`config.mk`:
```
export PLATFORM = sky130hd
export DESIGN_NAME = arbitro_memoria_datos
export DESIGN_NICKNAME = d
export VERILOG_FILES = /design/src/rtl/arbitro_memoria_datos.sv
export SDC_FILE = /design/constraint.sdc
export NUM_CORES = 1
export LEC_CHECK = 0
export CORE_MARGIN = 5
export CORE_UTILIZATION = 34
export CTS_CLUSTER_DIAMETER = 80
export DETAILED_ROUTE_END_ITERATION = 8
export GPL_ROUTABILITY_DRIVEN = 0
export PLACE_DENSITY = 0.77
export SYNTH_ARGS = -nofsm -noshare
export SYNTH_HDL_FRONTEND = slang
export SYNTH_SLANG_ARGS = --single-unit
```
`constraint.sdc`:
```
create_clock -name clk -period 1.4 [get_ports clk]
set_input_delay 0.28 -clock clk [delete_from_list [all_inputs] [get_ports clk]]
set_output_delay 0.28 -clock clk [all_outputs]
set_load 0.01 [all_outputs]
```
`src/rtl/arbitro_memoria_datos.sv`:
```
// arbitro_memoria_datos: shares the single-port data memory between pipeline port P and loader/debug port D.
// Build macro ARB_ROUND_ROBIN_EN selects round-robin arbitration instead of fixed priority with anti-starvation.
module arbitro_memoria_datos #(
   parameter int ADDR_W     = 32,
   parameter int DATA_W     = 32,
   parameter int MAX_ESPERA = 4
) (
   input  logic              clk,
   input  logic              reset,
   input  logic              req_p,
   input  logic              we_p,
   input  logic [ADDR_W-1:0] addr_p,
   input  logic [DATA_W-1:0] wdata_p,
   output logic              gnt_p,
   output logic              rvalid_p,
   output logic [DATA_W-1:0] rdata_p,
   input  logic              req_d,
   input  logic              we_d,
   input  logic [ADDR_W-1:0] addr_d,
   input  logic [DATA_W-1:0] wdata_d,
   output logic              gnt_d,
   output logic              rvalid_d,
   output logic [DATA_W-1:0] rdata_d,
   output logic              EscrMem,
   output logic              LeerMem,
   output logic [ADDR_W-1:0] Direc,
   output logic [DATA_W-1:0] Datain,
   input  logic [DATA_W-1:0] Dataout,
   output logic              ocupado
);

   typedef enum logic [0:0] {
      OCIOSO = 1'b0,
      ACCESO = 1'b1
   } estado_t;

   estado_t             estado_r;
   estado_t             estado_s;
   logic                gana_p_s;
   logic                gana_d_s;
   logic                escr_r;
   logic                leer_r;
   logic [ADDR_W-1:0]   direc_r;
   logic [DATA_W-1:0]   datain_r;
   logic                puerto_d_r;
   logic                rvalid_p_r;
   logic                rvalid_d_r;
   logic [DATA_W-1:0]   rdata_p_r;
   logic [DATA_W-1:0]   rdata_d_r;

`ifdef ARB_ROUND_ROBIN_EN
   logic                ultimo_d_r;
`else
   localparam int              EW         = $clog2(MAX_ESPERA + 1);
   localparam logic [EW-1:0]   ESPERA_MAX = EW'(MAX_ESPERA);
   logic [EW-1:0]              espera_r;
`endif

   // Arbitration: only in OCIOSO and never while reset is asserted
   always_comb begin
      gana_p_s = 1'b0;
      gana_d_s = 1'b0;
      if ((estado_r == OCIOSO) && !reset) begin
         if (req_p && req_d) begin
`ifdef ARB_ROUND_ROBIN_EN
            if (ultimo_d_r) begin
               gana_p_s = 1'b1;
            end else begin
               gana_d_s = 1'b1;
            end
`else
            if (espera_r == ESPERA_MAX) begin
               gana_d_s = 1'b1;
            end else begin
               gana_p_s = 1'b1;
            end
`endif
         end else if (req_p) begin
            gana_p_s = 1'b1;
         end else if (req_d) begin
            gana_d_s = 1'b1;
         end else begin
            gana_p_s = 1'b0;
            gana_d_s = 1'b0;
         end
      end else begin
         gana_p_s = 1'b0;
         gana_d_s = 1'b0;
      end
   end

   // Next-state logic: every grant costs exactly one ACCESO cycle
   always_comb begin
      estado_s = estado_r;
      case (estado_r)
         OCIOSO: begin
            if (gana_p_s || gana_d_s) begin
               estado_s = ACCESO;
            end else begin
               estado_s = OCIOSO;
            end
         end
         ACCESO:  estado_s = OCIOSO;
         default: estado_s = OCIOSO;
      endcase
   end

   // State register
   always_ff @(posedge clk) begin
      if (reset) begin
         estado_r <= OCIOSO;
      end else begin
         estado_r <= estado_s;
      end
   end

   // Memory bus registers: loaded with the winner's request, cleared after the access
   always_ff @(posedge clk) begin
      if (reset) begin
         escr_r     <= 1'b0;
         leer_r     <= 1'b0;
         direc_r    <= {ADDR_W{1'b0}};
         datain_r   <= {DATA_W{1'b0}};
         puerto_d_r <= 1'b0;
      end else if (gana_d_s) begin
         escr_r     <= we_d;
         leer_r     <= ~we_d;
         direc_r    <= addr_d;
         datain_r   <= wdata_d;
         puerto_d_r <= 1'b1;
      end else if (gana_p_s) begin
         escr_r     <= we_p;
         leer_r     <= ~we_p;
         direc_r    <= addr_p;
         datain_r   <= wdata_p;
         puerto_d_r <= 1'b0;
      end else begin
         escr_r     <= 1'b0;
         leer_r     <= 1'b0;
         direc_r    <= {ADDR_W{1'b0}};
         datain_r   <= {DATA_W{1'b0}};
         puerto_d_r <= puerto_d_r;
      end
   end

   // Read return: capture Dataout at the end of ACCESO for the port that owns the access
   always_ff @(posedge clk) begin
      if (reset) begin
         rvalid_p_r <= 1'b0;
         rvalid_d_r <= 1'b0;
         rdata_p_r  <= {DATA_W{1'b0}};
         rdata_d_r  <= {DATA_W{1'b0}};
      end else if ((estado_r == ACCESO) && leer_r) begin
         rvalid_p_r <= ~puerto_d_r;
         rvalid_d_r <= puerto_d_r;
         if (puerto_d_r) begin
            rdata_d_r <= Dataout;
         end else begin
            rdata_p_r <= Dataout;
         end
      end else begin
         rvalid_p_r <= 1'b0;
         rvalid_d_r <= 1'b0;
      end
   end

`ifdef ARB_ROUND_ROBIN_EN
   // Last-granted record; starts at D so that P wins the first contention
   always_ff @(posedge clk) begin
      if (reset) begin
         ultimo_d_r <= 1'b1;
      end else if (gana_p_s) begin
         ultimo_d_r <= 1'b0;
      end else if (gana_d_s) begin
         ultimo_d_r <= 1'b1;
      end else begin
         ultimo_d_r <= ultimo_d_r;
      end
   end
`else
   // Anti-starvation counter: counts D's lost contentions, saturating at MAX_ESPERA
   always_ff @(posedge clk) begin
      if (reset) begin
         espera_r <= {EW{1'b0}};
      end else if (gana_d_s || !req_d) begin
         espera_r <= {EW{1'b0}};
      end else if (gana_p_s) begin
         if (espera_r != ESPERA_MAX) begin
            espera_r <= espera_r + {{(EW-1){1'b0}}, 1'b1};
         end else begin
            espera_r <= espera_r;
         end
      end else begin
         espera_r <= espera_r;
      end
   end
`endif

   assign gnt_p    = gana_p_s;
   assign gnt_d    = gana_d_s;
   assign rvalid_p = rvalid_p_r;
   assign rvalid_d = rvalid_d_r;
   assign rdata_p  = rdata_p_r;
   assign rdata_d  = rdata_d_r;
   assign EscrMem  = escr_r;
   assign LeerMem  = leer_r;
   assign Direc    = direc_r;
   assign Datain   = datain_r;
   assign ocupado  = (estado_r == ACCESO);

endmodule
```
==> flow_results.org <==
** Drt
- Number of nets with antenna violations after routing :: 0
- The first TritonRoute pass finished after 4 iterations.
- Routed length on met1 :: 7580 µm
- For this block, the routed nets add up to between 15,000 and 20,000 µm of wire.
- The routed layout has around 5,500 vias.
- After detailed routing, the number of vias per cell comes to slightly below 5.
- Average wire per cell in the routed design :: roughly 17 µm
- Initial detailed-routing violation count :: around 280
- Wire segments on met2 add up to 9550 µm in the final route.
- DRC :: 0
- The detailed router used layers up to and including met4.
- Wire length on met3 :: between 1500 and 2000 µm

** Yosys
- Synth area leaders :: sky130_fd_sc_hd__dfxtp_1 (55%), sky130_fd_sc_hd__a21oi_1 (13%), sky130_fd_sc_hd__nand2_1 (9.6%), sky130_fd_sc_hd__o21ai_0 (6.9%), sky130_fd_sc_hd__nand3_1 (6.5%)
- The share of synthesized area in the top cell type comes to 0.547.
- Cell count after synthesis :: approximately 620
- Post-synthesis cell area :: about 5000 µm²
- In this run, synthesis produced a sequential element count of about 140.
- The Yosys step of the flow raised 0 warnings.
- Of the synthesized area, sequential elements account for 0.547.
- Avg Synthesized Cell Area :: roughly 8.1 µm²
- Synthesis produced a netlist with a net count of 789.
- Post-synth cell types :: 29
- sky130_fd_sc_hd__dfxtp_1 takes more of the synthesized area than any other cell.

** Worst hold path
- The tightest min-delay check is of the in -> reg type.
- Number of instances on the worst hold path :: 4

** Global route
- Maximum number of pins on one net before global-route repair :: between 40 and 50
- Summed over all layers, the global routing overflow is 0.
- The first global-routing pass estimated roughly 30,000 µm of wire.
- Global-route usage over all layers :: 0.215
- Initial antenna violation count :: 1
- The number of global-route vias before repair was 5,557.

** Finish
- The net count of the finished layout is about 1,100.
- Of the cells placed in the final design, the portion with a size suffix greater than 1 is 0.159.
- Register cell area after layout :: 2750 µm²
- The finished layout holds approximately 1,100 standard cells, fillers aside.
- Layout fillers :: ~1,200
- Relative to the synthesized area, the layout overhead comes to 86.1%.
- Leaving out fill and tap cells, the most frequent cell in the layout is sky130_fd_sc_hd__clkdlybuf4s50_1.
- Area of the multi-input gates :: about 2300 µm²
- Commonest cells after routing, fill and taps aside :: sky130_fd_sc_hd__clkdlybuf4s50_1 (162), sky130_fd_sc_hd__dfxtp_1 (134), sky130_fd_sc_hd__dlygate4sd2_1 (132)
- At the end of the flow the core is filled with cells to 0.645.
- The finished cells cover roughly 9300 µm².

** Floorplanning
- Row count :: 44
- DIE HEIGHT :: 131 µm
- From left edge to right edge, the die measures 131 µm.
- Area of the core :: between 10,000 and 15,000 µm²
- Pin placement for this block handled between 300 and 400 I/O pins.
- Die area :: ~17,000 µm²
- The initial utilization of the core area, before any placement, comes to 0.346.

** Clock tree
- TritonCTS clock tree :: yes
- Hold repair after CTS inserted 0 buffers.
- Buffers inserted during clock tree synthesis total 17.
- Clock latency reported for the late side of the worst-skew pair :: between 0.4 and 0.5 ns
- Clock edge transition at the registers on the reported setup and hold paths :: ~0.05 ns
- The clock passes through at most 2 buffers.
- Clock sink count :: approximately 140
- Clock tree synthesis selected as its root buffer the cell sky130_fd_sc_hd__clkbuf_16.
- The clock tree synthesis step divided the H-tree into 4 levels.

** Power and ir drop
- The share of total power dissipated in sequential elements is 0.422.
- Net switching fraction of the power :: 0.237
- Clock network fraction of design power :: 0.423
- Power spread over the standard cell area amounts to 1030 nW/µm².
- Total chip power :: slightly below 10 mW
- Max IR drop VDD :: ~0.00074 V
- Cell internal power was estimated by the tool at about 7.4 mW.
- The share of total power dissipated in combinational logic is 0.154.
- Sw Pwr :: 2.29 mW
- Leakage power total :: around 4 nW

** Place
- Setup slack after placement :: -0.712 ns
- Summed over all nets, the half-perimeter wirelength after detailed placement is 13,100 µm.
- IO Port Bufs :: 300
- Area of placed instances :: roughly 8400 µm²
- The number of placed instances, taps included, is 1,075.

** Timing
- Count of endpoints failing hold in the final timing report :: 0
- Max-slew headroom :: 0.686
- WHS :: a little under 0.4 ns
- Setup total negative slack on the finished layout was measured at -12.94 ns.
- Setup repair after global routing could not meet its margin everywhere.
- Final period demand of the worst path :: 1.70 ns
- Max Clk Rate :: 0.589 GHz
- Worst path setup slack after routing :: -0.297 ns
- Clock skew on the completed layout was measured at ~0.0067 ns.
- Final Setup Violations :: a little over 70
- Dividing the final minimum period by the clock period gives 1.21.
- The final max-slew violation count is 0.
- At the pin with the least slew margin, the transition time is ~0.47 ns.

** Worst setup path
- The worst setup path is of the reg -> out kind.
- Data required time at the worst endpoint :: approximately 1.1 ns
- On the worst path, the slowest cell contributes a delay of roughly 0.33 ns.
- Critical Path Slowest Stage Cell :: sky130_fd_sc_hd__dfxtp_2
- STA puts the critical path data arrival time at about 1.4 ns.
- In this run the worst path has a maximum fanout of 3.
- Type of origin of the critical path :: register
- The signal on the critical path passes through inv_2, ha_4, a21bo_2, and3_4, buf_6.
- R2R cell count :: 10
- Setup crit end kind :: output port

** Job
- The tool flagged a number of max-cap violations equal to 0.

** Status
- Run status :: complete, but fails checks
- The final reports fail on negative setup slack.
==> synth_stat cells <==
cell type / instances
sky130_fd_sc_hd__nor2_1: 3
sky130_fd_sc_hd__dfxtp_1: 137
sky130_fd_sc_hd__nor2b_1: 1
sky130_fd_sc_hd__nand2_1: 128
sky130_fd_sc_hd__or3_1: 2
sky130_fd_sc_hd__or3b_4: 1
sky130_fd_sc_hd__and2_1: 1
sky130_fd_sc_hd__a211oi_1: 1
sky130_fd_sc_hd__and3_1: 2
sky130_fd_sc_hd__nand4_1: 1
sky130_fd_sc_hd__inv_1: 5
sky130_fd_sc_hd__clkbuf_1: 34
sky130_fd_sc_hd__ha_1: 2
sky130_fd_sc_hd__buf_6: 1
sky130_fd_sc_hd__or3b_1: 1
sky130_fd_sc_hd__inv_2: 1
sky130_fd_sc_hd__nand3b_1: 1
sky130_fd_sc_hd__clkbuf_2: 1
sky130_fd_sc_hd__buf_1: 2
sky130_fd_sc_hd__a21oi_1: 133
sky130_fd_sc_hd__a21bo_2: 1
sky130_fd_sc_hd__o21ai_0: 69
sky130_fd_sc_hd__and3b_1: 1
sky130_fd_sc_hd__nand3_1: 65
sky130_fd_sc_hd__o21ai_1: 1
sky130_fd_sc_hd__buf_2: 21
sky130_fd_sc_hd__nor3b_1: 2
sky130_fd_sc_hd__a31oi_1: 2
sky130_fd_sc_hd__a21boi_2: 1
==> state kept, by name (all words and copies together), names as in the netlist <==
| register | cells |
|---|---|
| rdata_p | 32 |
| LeerMem | 1 |
| Datain | 32 |
| EscrMem | 1 |
| puerto_d_r | 1 |
| rvalid_d | 1 |
| rvalid_p | 1 |
| rdata_d | 32 |
| Direc | 32 |
| ocupado | 1 |
| espera_r | 3 |
==> area by class of cell <==
class	count	share of cell area
timing repair buffer	348	0.378
inverter	6	0.00241
clock buffer	21	0.0493
clock inverter	9	0.00818
sequential	137	0.294
multi-input combinational	419	0.243
tap	184	0.0247
antenna	1	0.000268
==> path summary, 6_finish.rpt <==
| check | start | slack [ns] | endpoint |
|---|---|---|---|
| worst min register to register | rdata_d[13] | 0.45 | rdata_d[13] |
| worst max-delay path | espera_r[1] | -0.30 | gnt_d |
| worst max register to register | espera_r[1] | -0.25 | Direc[29] |
| worst min-delay path | req_d | 0.39 | EscrMem |
==> worst max-delay path, delay by kind of cell (launching register included) <==
family          cells  cell delay [ns]
fa+ha+maj           1             0.16
flops               1             0.33
buf+inv             2             0.16
compound gates      1             0.19
simple gates        1             0.16
==> logic make-up (layout without fill, tap and decap cells) <==
family / count (synthesis) / count (layout) / synth area share
flops: 137 / 137 / 0.547
compound gates: 208 / 208 / 0.211
fa+ha+maj: 2 / 2 / 0.00499
simple gates: 209 / 209 / 0.182
buf+inv: 65 / 384 / 0.0556
other cells: 0 / 1 / 0
==> metal layers <==
metal	track usage	vias up
li1	-	2741
met4	0.102	0
met5	0	-
met2	0.365	242
met3	0.0826	52
met1	0.236	2508
==> what timing repair did <==
item	CTS	global route
cloned	8	0
gates resized for setup	230	58
setup buffers	12	3
pin swaps	46	26
endpoints found under the setup margin	203	74
==> power by group through the flow <==
stage          logic [mW]  registers (mW)  clock network (mW)
2_1_floorplan       0.363            4.23                   0
3_3_place_gp         1.35            4.16                   0
6_report             1.49            4.08                4.09
3_5_place_dp         1.36            4.17                   0
4_1_cts              1.45            4.08                4.18
5_1_grt              1.59            4.09                4.37
No activity file was read; power rests on OpenSTA's default activity.
